[src/rtl/game_pkg.sv]
// rtl/game_pkg.sv - shared types, defaults and helpers for the round sequencer
//
// Contents:
//   state_e          sequencer state enum (IDLE, COUNT, PLAY, GAP, DONE)
//   *_DEF constants  default countdown steps, play-window ticks and rounds
//   sat_inc()        increment that sticks at a supplied ceiling
package game_pkg;

   typedef enum logic [2:0] {
      IDLE,
      COUNT,
      PLAY,
      GAP,
      DONE
   } state_e;

   localparam int CD_STEPS_DEF   = 4;
   localparam int PLAY_TICKS_DEF = 10;
   localparam int ROUNDS_DEF     = 3;

   function automatic logic [31:0] sat_inc(input logic [31:0] value,
                                           input logic [31:0] max_value);
      return (value >= max_value) ? max_value : value + 32'd1;
   endfunction

endpackage

[src/rtl/tick_counter.sv]
// rtl/tick_counter.sv - tick-enabled up-counter with clear and registered terminal flag
//
// Ports:
//   clk_i   system clock
//   rst_ni  asynchronous active-low reset
//   clr_i   synchronous clear to zero (wins over en_i)
//   en_i    count enable (one-cycle tick)
//   cnt_o   current count, holds once it reaches TERM
//   term_o  registered flag, high while cnt_o == TERM
module tick_counter #(
   parameter int W    = 4,
   parameter int TERM = 3
) (
   input  logic         clk_i,
   input  logic         rst_ni,
   input  logic         clr_i,
   input  logic         en_i,
   output logic [W-1:0] cnt_o,
   output logic         term_o
);

   localparam logic [W-1:0] TERM_V = W'(TERM);

   logic [W-1:0] cnt_q, cnt_d;
   logic         term_q, term_d;

   always_comb begin
      cnt_d = cnt_q;
      if (clr_i) begin
         cnt_d = '0;
      end else if (en_i && !term_q) begin
         cnt_d = cnt_q + W'(1);
      end
      // Flag is computed from the next count so it is valid in the same
      // cycle the count lands on TERM, including straight after a clear.
      term_d = (cnt_d == TERM_V);
   end

   always_ff @(posedge clk_i or negedge rst_ni) begin
      if (!rst_ni) begin
         cnt_q  <= '0;
         term_q <= 1'b0;
      end else begin
         cnt_q  <= cnt_d;
         term_q <= term_d;
      end
   end

   assign cnt_o  = cnt_q;
   assign term_o = term_q;

endmodule

[src/rtl/round_sequencer.sv]
// rtl/round_sequencer.sv - multi-round reaction game sequencer (countdown, play window, scoring)
//
// Ports:
//   clk          system clock
//   rst          asynchronous active-low reset
//   tick         one-cycle timebase enable
//   start        one-cycle start pulse (honoured in IDLE and DONE only)
//   hit          one-cycle player-hit pulse (counted in PLAY only)
//   cd_step      current countdown step
//   cd_active    high while the countdown runs
//   play_active  high while the play window is open
//   round_done   one-cycle pulse at the end of each play window
//   match_done   high from the end of the final round until restart
//   round_idx    current round, 0-based
//   score        saturating hit count for the match
module round_sequencer
   import game_pkg::*;
#(
   parameter int CD_STEPS   = CD_STEPS_DEF,
   parameter int PLAY_TICKS = PLAY_TICKS_DEF,
   parameter int ROUNDS     = ROUNDS_DEF,
   parameter int SCORE_W    = 8
) (
   input  logic                        clk,
   input  logic                        rst,
   input  logic                        tick,
   input  logic                        start,
   input  logic                        hit,
   output logic [$clog2(CD_STEPS)-1:0] cd_step,
   output logic                        cd_active,
   output logic                        play_active,
   output logic                        round_done,
   output logic                        match_done,
   output logic [1:0]                  round_idx,
   output logic [SCORE_W-1:0]          score
);

   localparam int CD_W = $clog2(CD_STEPS);
   localparam int PC_W = $clog2(PLAY_TICKS) + 1;
   localparam logic [1:0]         LAST_ROUND = 2'(ROUNDS - 1);
   localparam logic [SCORE_W-1:0] SCORE_MAX  = '1;

   state_e state_q, state_d;

   logic [1:0]         round_q, round_d;
   logic [SCORE_W-1:0] score_q, score_d;
   logic               cd_active_q, cd_active_d;
   logic               play_active_q, play_active_d;
   logic               round_done_q, round_done_d;
   logic               match_done_q, match_done_d;

   logic [CD_W-1:0] cd_cnt;
   logic            cd_term;
   logic [PC_W-1:0] play_cnt;
   logic            play_term;

   logic start_match;
   logic cd_last;
   logic play_last;
   logic gap_done;

   // Transition qualifiers, all decoded from registered state.
   assign start_match = start && ((state_q == IDLE) || (state_q == DONE));
   assign cd_last     = tick && (state_q == COUNT) && cd_term;
   assign play_last   = tick && (state_q == PLAY) && play_term;
   assign gap_done    = tick && (state_q == GAP);

   // Countdown step: cleared whenever COUNT is entered, stops at its last
   // step so cd_step keeps showing the final digit through PLAY/GAP/DONE.
   tick_counter #(
      .W    (CD_W),
      .TERM (CD_STEPS - 1)
   ) u_cd_counter (
      .clk_i  (clk),
      .rst_ni (rst),
      .clr_i  (start_match || gap_done),
      .en_i   (tick && (state_q == COUNT)),
      .cnt_o  (cd_cnt),
      .term_o (cd_term)
   );

   // Play window: cleared on the edge that enters PLAY.
   tick_counter #(
      .W    (PC_W),
      .TERM (PLAY_TICKS - 1)
   ) u_play_counter (
      .clk_i  (clk),
      .rst_ni (rst),
      .clr_i  (cd_last),
      .en_i   (tick && (state_q == PLAY)),
      .cnt_o  (play_cnt),
      .term_o (play_term)
   );

   // Window position is consumed through the terminal flag only.
   logic unused_play_cnt;
   assign unused_play_cnt = ^play_cnt;

   always_ff @(posedge clk or negedge rst) begin
      if (!rst) begin
         state_q       <= IDLE;
         round_q       <= '0;
         score_q       <= '0;
         cd_active_q   <= 1'b0;
         play_active_q <= 1'b0;
         round_done_q  <= 1'b0;
         match_done_q  <= 1'b0;
      end else begin
         state_q       <= state_d;
         round_q       <= round_d;
         score_q       <= score_d;
         cd_active_q   <= cd_active_d;
         play_active_q <= play_active_d;
         round_done_q  <= round_done_d;
         match_done_q  <= match_done_d;
      end
   end

   always_comb begin
      state_d = state_q;
      unique case (state_q)
         IDLE:    if (start_match) state_d = COUNT;
         COUNT:   if (cd_last)     state_d = PLAY;
         PLAY:    if (play_last)   state_d = (round_q == LAST_ROUND) ? DONE : GAP;
         GAP:     if (gap_done)    state_d = COUNT;
         DONE:    if (start_match) state_d = COUNT;
         default:                  state_d = IDLE;
      endcase
   end

   // Registered outputs are loaded from the next state so they change on
   // the same edge as the state they describe.
   always_comb begin
      cd_active_d   = (state_d == COUNT);
      play_active_d = (state_d == PLAY);
      match_done_d  = (state_d == DONE);
      round_done_d  = play_last;

      round_d = round_q;
      if (start_match) begin
         round_d = '0;
      end else if (gap_done) begin
         round_d = round_q + 2'd1;
      end

      score_d = score_q;
      if (start_match) begin
         score_d = '0;
      end else if ((state_q == PLAY) && hit) begin
         score_d = SCORE_W'(sat_inc(32'(score_q), 32'(SCORE_MAX)));
      end
   end

   assign cd_step     = cd_cnt;
   assign cd_active   = cd_active_q;
   assign play_active = play_active_q;
   assign round_done  = round_done_q;
   assign match_done  = match_done_q;
   assign round_idx   = round_q;
   assign score       = score_q;

endmodule
[config.mk]
export PLATFORM = sky130hd
export DESIGN_NAME = round_sequencer
export DESIGN_NICKNAME = d
export VERILOG_FILES = /design/src/rtl/game_pkg.sv /design/src/rtl/tick_counter.sv /design/src/rtl/round_sequencer.sv
export SDC_FILE = /design/constraint.sdc
export NUM_CORES = 1
export LEC_CHECK = 0
export ABC_CLOCK_PERIOD_IN_PS = 1550
export CORE_ASPECT_RATIO = 0.9
export CORE_MARGIN = 2
export CORE_UTILIZATION = 45
export CTS_CLUSTER_DIAMETER = 50
export DETAILED_ROUTE_END_ITERATION = 8
export PLACE_DENSITY = 0.71
export SYNTH_ARGS = -nofsm -noshare
export SYNTH_HDL_FRONTEND = slang
export SYNTH_SLANG_ARGS = --single-unit
[constraint.sdc]
create_clock -name clk -period 1.55 [get_ports clk]
set_input_delay 0.2325 -clock clk [delete_from_list [all_inputs] [get_ports clk]]
set_output_delay 0.2325 -clock clk [all_outputs]
set_load 0.05 [all_outputs]
; ---- Yosys cells after proc, flatten, opt, wreduce, memory -nomap -nowiden
; Cells that the tools add are included.
[word_totals]
ff_bits = 26
inputBits = 5
output_inout_bits = 16
word_cells = 58
[classes]
n_addsub = 4
magnitude_cmp = 1
eq_ne = 10
n_mux = 15
reduce_logical = 17
[ops]
columns = cell, n
row1 = $mux 8, 3
row2 = $mux 3, 5
row3 = $pmux 3 s4, 1
row4 = $mux 5, 2
row5 = $eq 3x2->1 const B, 3
row6 = $logic_and 1x1->1, 9
row7 = $add 8x1->8 const B, 1
row8 = $ge 8x8->1 const B, 1
row9 = $mux 2, 4
row10 = $eq 3x1->1 const B, 2
row11 = $eq 3x3->1 const B, 2
row12 = $add 5x1->5 const B, 1
row13 = $eq 5x4->1 const B, 1
row14 = $add 2x1->2 const B, 2
row15 = $eq 2x2->1 const B, 2
row16 = $reduce_bool 2->1, 2
row17 = $logic_not 3->1, 1
row18 = $logic_not 1->1, 2
row19 = $logic_or 1x1->1, 2
row20 = $reduce_or 2->1, 1

; ---- Logic depth before layout (Yosys ltp)
; Gate-level depths: netlist of the first run.
[logic_depth]
word_depth = 6
mapped_depth = 6
depth_no_buf = 6

; ---- By module
; From an unflattened synthesis of the first run, not the netlist that was laid out.
[hier_totals]
hier_cells = 123
hier_area_um2 = 1313.8
[modules_own_cells]
columns = module, instances, cells_each, area_each_um2, seq_area_each_um2
row1 = round_sequencer, 1, 85, 879.6, 425.4
row2 = tick_counter at u_play_counter, 1, 28, 305.3, 150.1
row3 = tick_counter at u_cd_counter, 1, 10, 128.9, 75.1

; ---- Worst setup path after synthesis of the first run
; Ideal clock, no wire load.
[synth_timing]
kind = register to register
from = reg score_q[0] (netlist: score[0])
to = reg score_q[5] (netlist: score[5])
setup_time_ps = 122
t_arrival_ps = 1541
t_required_ps = 1428
setup_slack_ps = -112
path_stages_with_launch = 6
path_buffers = 0
period_less_slack_ps = 1662
cell_sequence = dfrtp_1 > ha_1 > and4_1 > nand4_1 > o31ai_1 > a32o_1
[synth_between]
elab_chain_len = 4
word_cells_on_any_way = 5
classes_between = 1 x add/sub / 1 x order compare / 3 x mux
[synth_rtl]
columns = element, line
row1 = "start, declared", round_sequencer.sv:46  ; logic [SCORE_W-1:0] score_q, score_d;
row2 = "start signal, assigned", round_sequencer.sv:111  ; score_q <= score_d;
row3 = $add 8x1->8 / $ge 8x8->1 (equally long branches), game_pkg.sv:23  ; return (value >= max_value) ? max_value : value + 32'd1;
row4 = $mux 8 *, game_pkg.sv:23
row5 = $mux 8 *, round_sequencer.sv:149  ; end else if ((state_q == PLAY) && hit) begin
row6 = $mux 8 *, round_sequencer.sv:147  ; if (start_match) begin
; Mark *: on every way between the ends. The rest lies on a longest branch, timed or not. The select of a mux whose other input is x is not followed.
; A chain may end at the register's enable or synchronous reset.

; ---- Worst setup path after layout of the first run
[layout_timing]
from = reg state_q[0]
to = reg score_q[7] (netlist: score[7])
[layout_between]
elab_chain_len = 4
word_cells_on_any_way = 8
classes_between = 2 x eq/ne / 1 x mux / 5 x reduce/logical
[layout_rtl]
columns = element, line
row1 = "start, declared", round_sequencer.sv:43  ; state_e state_q, state_d;
row2 = "start signal, assigned", round_sequencer.sv:109  ; state_q <= state_d;
row3 = $eq 3x3->1 / $logic_not 3->1 (equally long branches), round_sequencer.sv:63  ; assign start_match = start && ((state_q == IDLE) || (state_q == DONE));
row4 = $logic_or 1x1->1, round_sequencer.sv:63
row5 = $logic_and 1x1->1, round_sequencer.sv:63
row6 = $mux 8 / $reduce_bool 2->1 (equally long branches), -
; Parallel ways exist; a longest one is shown, timed or not.

==> flow_summary.ini, run 1 <==
[worst_setup_path]
endpoint_kind = flip-flop
critical_path.endpoint = score[7]
reg2reg_depth = 4
worst_reg2reg_startpoint = state_q[0]
timing_worst_setup_path_type = reg2reg
crit_path_start_kind = flip-flop
required_ns = 1.79
reg2reg_setup_slack_ns = 0.06
slowest_stage = sky130_fd_sc_hd__dfrtp_2
crit_path_max_fanout = 8
cp_top_family = simple AND/OR/NAND/NOR gates
crit_path_start = state_q[0]
critical_path.max_stage_delay_ns = 0.49
crit_cells = 4
worstReg2RegEnd = score[7]
crit_path_cell_trace = nand4bb_2 > nor4_2 > nor2_1 > a211oi_1
number_of_buffer_and_inverter_stages_on_the_critical_path = 0
worst-endpoint-arrival_ns = 1.73

[power]
power_density_mw_per_mm2 = 1380
power_report.internal_total_mw = 1.517
peak_ir_drop_on_the_vdd_network_mv = 0.7121
p_total_mw = 2.553
cellLeakagePower_nw = 0.8248
share_comb_of_total_power = 0.464
total_net_switching_power_mw = 1.037
clkPwrFrac = 0.133
share_seq_of_total_power = 0.403
switching_share = 0.4060

[routing]
wirelength_mm = 2.831
drt.antenna.violating_nets = 0
drt-wirelength-per-cell_um = 13.29
dr_total_vias = 1151
remaining_drc_errors = 0
first_pass_iters = 4
route.detailed.vias_per_inst = 5.404
drtIter0Drc = 86

[yosys]
ys_seq_area_frac = 0.4740
yosysUniqueCellTypes = 45
yosysMostFrequentCell = sky130_fd_sc_hd__dfrtp_1
synthFlopType = sky130_fd_sc_hd__dfrtp_1
yosys_register_bits = 26
synth-async-reset-ratio = 1.000
post_synthesis_instance_total = 134
post-synth-top-area-cell = sky130_fd_sc_hd__dfrtp_1
synth_largest_type_area_fraction = 0.4740
synth_warnings = 0
synth.cells.most_frequent = 26 x sky130_fd_sc_hd__dfrtp_1, 16 x sky130_fd_sc_hd__nor2_1, 11 x sky130_fd_sc_hd__nand2_1, 6 x sky130_fd_sc_hd__a21oi_1, 6 x sky130_fd_sc_hd__nand3_1
synth_enable_flop_cells = 0
synth_top_cells_by_area = sky130_fd_sc_hd__dfrtp_1 47%, sky130_fd_sc_hd__nor2_1 4.4%, sky130_fd_sc_hd__xnor2_1 3.2%
net_count_synth = 142
synthesized_area_per_cell_sq_um = 10.24
synth_area_sq_mm = 0.001373

[clocking]
worst_setup_hold_path_clk_slew_ns = 0.14
tritoncts_num_sinks = 26
cts_inserted_buffers = 3
clock_insertion_delay_at_the_later_pin_of_the_skew_report_ns = 0.32
tritoncts = done
clockBufferDepth = 2
cts-hold-fix-buffers = 0
cts.htree.levels = 1
clk_root_buffer_cell = sky130_fd_sc_hd__clkbuf_4

[sta]
final-max-slew-violation-count = 0
final_report_setup_violation_count = 0
tightest_slew_ns = 0.3287
finalCriticalPeriod_ns = 1.486
slew_headroom = 0.7809
rsz0062_at_grt = true
hold_viol = 0
finalCritPeriodShare = 0.9590
fmax_ghz = 0.6728
timing.setup.tns_ns = 0
finClkSkew_ns = 0.004425

[floorplan]
fp.coreArea_sq_mm = 0.002815
design.die.area_sq_mm = 0.003509
ios = 21
fp.dieH_um = 56.40
row_count = 18
start_util = 0.4876
floorplan.die.width_um = 62.22

[final_layout]
layout.cells.non_filler = 213
drive_above_1_share = 0.3410
area_delta_synth_final_pct = 34.82
n_fill_cell = 223
area_of_all_sequential_standard_cells_sq_um = 659.4
antenna_cells = 0
area_used_by_multi_input_combinational_logic_sq_um = 694.4
final_net_count = 182
utilization_after_layout = 0.6573

[global_routing]
global_route.overflow_total = 0
gr-usage-met2 = 0.2981
grt_usage = 0.1872
grt_max_degree = 27
busiest_layer = met2
met3_usage = 0.05611
grt.met1_usage = 0.2439
initial_antenna_violation_count = 0
grt_pass1_wl_mm = 5.244
first_global_vias = 1184

[placed_design]
numPlacedInstances = 208
port_buffers = 20
gp_congestion = 0.8402
detailedPlacementHpwl_mm = 2.163

[status]
outcome = complete, no violations

[flow_run]
timing.max_cap.violations = 0

[worst_hold_path]
worst_hold_path_class = in2async
-- kinds of logic after synthesis --
kind of cell	synth area share
AO/OA/AOI/OAI	0.1404
XOR/XNOR	0.03190
adder cells (fa/ha/maj)	0.02735
buffers and inverters	0.02825
flip-flops	0.4740
multiplexers	0.01459
AND/OR/NAND/NOR	0.2835
-- state kept, by name (all words and copies together) (netlist names) --
| signal | flops |
|---|---|
| cd_active | 1 |
| match_done | 1 |
| play_active | 1 |
| round_done | 1 |
| round_idx | 2 |
| score | 8 |
| state_q | 3 |
| u_cd_counter.cnt_o | 2 |
| u_cd_counter.term_o | 1 |
| u_play_counter.cnt_o | 5 |
| u_play_counter.term_o | 1 |
-- power groups by stage --
stage                     registers, mW  logic [mW]  clock network (mW)
final                              1.03        1.18               0.341
after floorplan                    1.24       0.558                   0
after global placement             1.02        1.15                   0
after CTS                          1.02        1.19               0.357
after global routing               1.05        1.29               0.387
after detailed placement           1.03        1.18                   0
-- layer usage --
layer / vias to the layer above / wire length [um]
li1: 562 / -
met5: - / 0
met1: 550 / 1369
met4: 0 / 10
met2: 37 / 1288
met3: 2 / 162
-- how the worst min path moves through the flow --
stage	from	end	cells past startpoint
floorplan	rst	cd_active	0
global placement	score[0]	score[0]	1
detailed placement	score[0]	score[0]	1
CTS	rst	u_play_counter.cnt_o[4]	2
global route	rst	u_play_counter.cnt_o[4]	2
finish	rst	u_play_counter.cnt_o[2]	2
-- worst reg2reg max path, cell delays in order (launching register included) --
cell	delay [ns]
sky130_fd_sc_hd__dfrtp_2	0.49
sky130_fd_sc_hd__nand4bb_2	0.30
sky130_fd_sc_hd__nor4_2	0.35
sky130_fd_sc_hd__nor2_1	0.07
sky130_fd_sc_hd__a211oi_1	0.20
-- layout by cell type, fill, tap and decap left out, drive strengths merged, types with 2 or more instances in the layout --
| master | n |
|---|---|
| buf | 34 |
| dfrtp | 26 |
| nor2 | 16 |
| nand2 | 11 |
| nand3 | 6 |
| a21oi | 6 |
| nor3 | 6 |
| xnor2 | 5 |
| inv | 4 |
| o21ai | 4 |
| a31oi | 4 |
| clkdlybuf4s50 | 4 |
| clkbuf | 4 |
| and2 | 3 |
| ha | 3 |
| nor2b | 3 |
| o21a | 2 |
| nand2b | 2 |
| a21o | 2 |
| o21ba | 2 |
| and3 | 2 |
| mux2i | 2 |
| a211oi | 2 |
| and4 | 2 |
| nand4bb | 2 |
| or3 | 2 |
-- layout make-up --
cell class | count | share of cell area
clock buffers | 4 | 0.01961
multi-input cells | 101 | 0.3753
well taps | 40 | 0.02705
inverters | 4 | 0.008114
repair buffers | 38 | 0.2137
flip-flops and latches | 26 | 0.3563
-- metrics by stage --
step	hold WS [ns]	instance area, sq um	setup WS, ns
floorplan	-0.06309	1378	0.002262
global placement	0.5005	1792	-0.1791
detailed placement	0.5173	1792	-0.2317
CTS	0.2640	1834	0.02118
global route	0.2656	1851	-0.04667
finish	0.2566	1851	0.06359
-- what timing repair did --
item,4_1_cts,5_1_grt
setup buffers,0,1
gates resized for setup,1,4
endpoints found under the setup margin,1,8
Note: power is estimated with default switching activity, not from simulation.
==> run 2: changes to the inputs <==
Settings changed: CTS_CLUSTER_SIZE set to 14, GPL_TIMING_DRIVEN set to 0, RECOVER_POWER set to 100.
==> run 2 against run 1 <==
- combinational power shrank 7%
- design area decreased by 10%
- hold slack improved by 0.13 ns
- non-clock buffer count is 12 lower
- die area stayed put
- highest routed layer unchanged
- maximum frequency fell by 0.43%
- critical path type unchanged
- largest power group unchanged
==> flow_summary.ini, run 2 (synthesis gave the netlist of run 1 again) <==
[final_layout]
n_fill_cell = 262
most-common-layout-cells = 22 x sky130_fd_sc_hd__dfrtp_1, 14 x sky130_fd_sc_hd__nor2_1, 11 x sky130_fd_sc_hd__nand2_1
max_reg_flops = 8
utilization_after_layout = 0.5907
area_delta_synth_final_pct = 21.15
final_common_cell = sky130_fd_sc_hd__dfrtp_1
layout.cells.non_filler = 200
drive_above_1_share = 0.2438
antenna_cells = 0
final_net_count = 170

[worst_setup_path]
number_of_buffer_and_inverter_stages_on_the_critical_path = 1
crit_path_max_fanout = 8
timing_worst_setup_path_type = reg2reg
critical_path.max_stage_delay_ns = 0.40
endpoint_kind = flip-flop
required_ns = 1.76
crit_path_start_kind = flip-flop
worst_reg2reg_startpoint = state_q[0]
cp_top_family = simple AND/OR/NAND/NOR gates
worst-endpoint-arrival_ns = 1.70
crit_path_start = state_q[0]
crit_path_cell_trace = buf_6 > nand4bb_2 > nor2_2 > nand3_1 > a32o_1
slowest_stage = sky130_fd_sc_hd__dfrtp_1

[sta]
finalCritPeriodShare = 0.9632
final-max-slew-violation-count = 0
hold_viol = 0
fmax_ghz = 0.6698
slew_headroom = 0.2561
tightest_slew_ns = 1.112
rsz0062_at_grt = true
finClkSkew_ns = 0.007126
finalCriticalPeriod_ns = 1.493
final_report_setup_violation_count = 0
final_critical_path_setup_slack_ns = 0.05710

[floorplan]
row_count = 18
fp.coreArea_sq_mm = 0.002815
start_util = 0.4876
floorplan.die.width_um = 62.22
fp.dieH_um = 56.40
ios = 21
design.die.area_sq_mm = 0.003509

[clocking]
worst_setup_hold_path_clk_slew_ns = 0.13
tritoncts = done
clk_root_buffer_cell = sky130_fd_sc_hd__clkbuf_4
clockBufferDepth = 2
cts-hold-fix-buffers = 0
clock_insertion_delay_at_the_later_pin_of_the_skew_report_ns = 0.31
cts_inserted_buffers = 3
cts.htree.levels = 1
tritoncts_num_sinks = 26

[routing]
wirelength_mm = 2.733
first_pass_iters = 5
remaining_drc_errors = 0
drtIter0Drc = 24
drt.antenna.violating_nets = 0
dr_total_vias = 1084
drt-wirelength-per-cell_um = 13.67
route.detailed.vias_per_inst = 5.420

[power]
cellLeakagePower_nw = 0.7560
peak_ir_drop_on_the_vdd_network_mv = 0.8199
power_density_mw_per_mm2 = 1397

[global_routing]
grt_usage = 0.1699
grt_pass1_wl_mm = 4.802
initial_antenna_violation_count = 0
grt_max_degree = 27
global_route.overflow_total = 0
first_global_vias = 1059

[worst_hold_path]
worst_min_path_start = tick
worst_hold_path_class = in2reg

[placed_design]
port_buffers = 20
place_worst_setup_slack_ns = -0.3446
detailedPlacementHpwl_mm = 2.019
numPlacedInstances = 194
gp_congestion = 0.8045

[status]
outcome = complete, no violations

[flow_run]
timing.max_cap.violations = 0
==> run 2: cell count changes in the layout (fill, tap and decap cells not counted), sizes merged <==
| cell | delta |
|---|---|
| clkbuf | +6 |
| clkdlybuf4s15 | +2 |
| clkdlybuf4s50 | -1 |
| buf | -28 |
| dlymetal6s2s | +1 |
| dlygate4sd2 | +7 |
==> run 2: worst reg2reg max path, stage by stage (launching register included) <==
cell and delay [ns]:
sky130_fd_sc_hd__dfrtp_1 0.40, sky130_fd_sc_hd__buf_6 0.14, sky130_fd_sc_hd__nand4bb_2 0.27, sky130_fd_sc_hd__nor2_2 0.19
sky130_fd_sc_hd__nand3_1 0.12, sky130_fd_sc_hd__a32o_1 0.28
==> run 2: cell type report <==
cell class	instances	area (sq um)	area share
Sequential cell	26	655.6	0.3943
Timing Repair Buffer	24	190.2	0.1144
Inverter	4	15.01	0.009029
Tap cell	40	50.05	0.03010
Multi-Input combinational cell	101	706.9	0.4251
Clock buffer	3	22.52	0.01354
Buffer	2	22.52	0.01354
==> run 2: worst paths after layout <==
| check | end | depth (start not counted) | slack [ns] |
|---|---|---|---|
| max | score[5] | 5 | 0.06 |
| max in group asynchronous | round_idx[1] | 1 | 0.31 |
| min reg2reg | score[0] | 1 | 0.52 |
| min | round_done | 3 | 0.39 |
| min in group asynchronous | score[1] | 1 | 0.50 |
| max reg2reg | score[5] | 5 | 0.06 |
==> run 2: timing repair <==
action | CTS | global route
buffers inserted | 0 | 4
setup endpoints to repair | 17 | 13
pin swaps | 0 | 1
gates resized for setup | 24 | 18
==> run 2: routing by layer <==
| layer | GRT usage | wire length [um] |
|---|---|---|
| met1 | 0.2231 | 1275 |
| met2 | 0.2811 | 1333 |
| met5 | 0 | 0 |
| met4 | 0.03175 | 10 |
| met3 | 0.05210 | 114 |
==> run 2: through the flow <==
stage	hold slack [ns]	TNS, ns	power (mW)	cell area, sq um
detailed placement	0.5000	-5.451	2.111	1628
global route	0.3951	-0.1024	2.513	1663
floorplan	-0.06309	0	1.796	1378
finish	0.3915	0	2.324	1663
global placement	0.4978	-4.635	2.079	1628
CTS	0.5162	0	2.335	1638
==> run 2: power breakdown <==
part / leakage (nW) / switching (mW) / internal, mW
Combinational: 0.399 / 0.679 / 0.419
Sequential: 0.343 / 0.121 / 0.830
Clock: 0.0138 / 0.183 / 0.0910
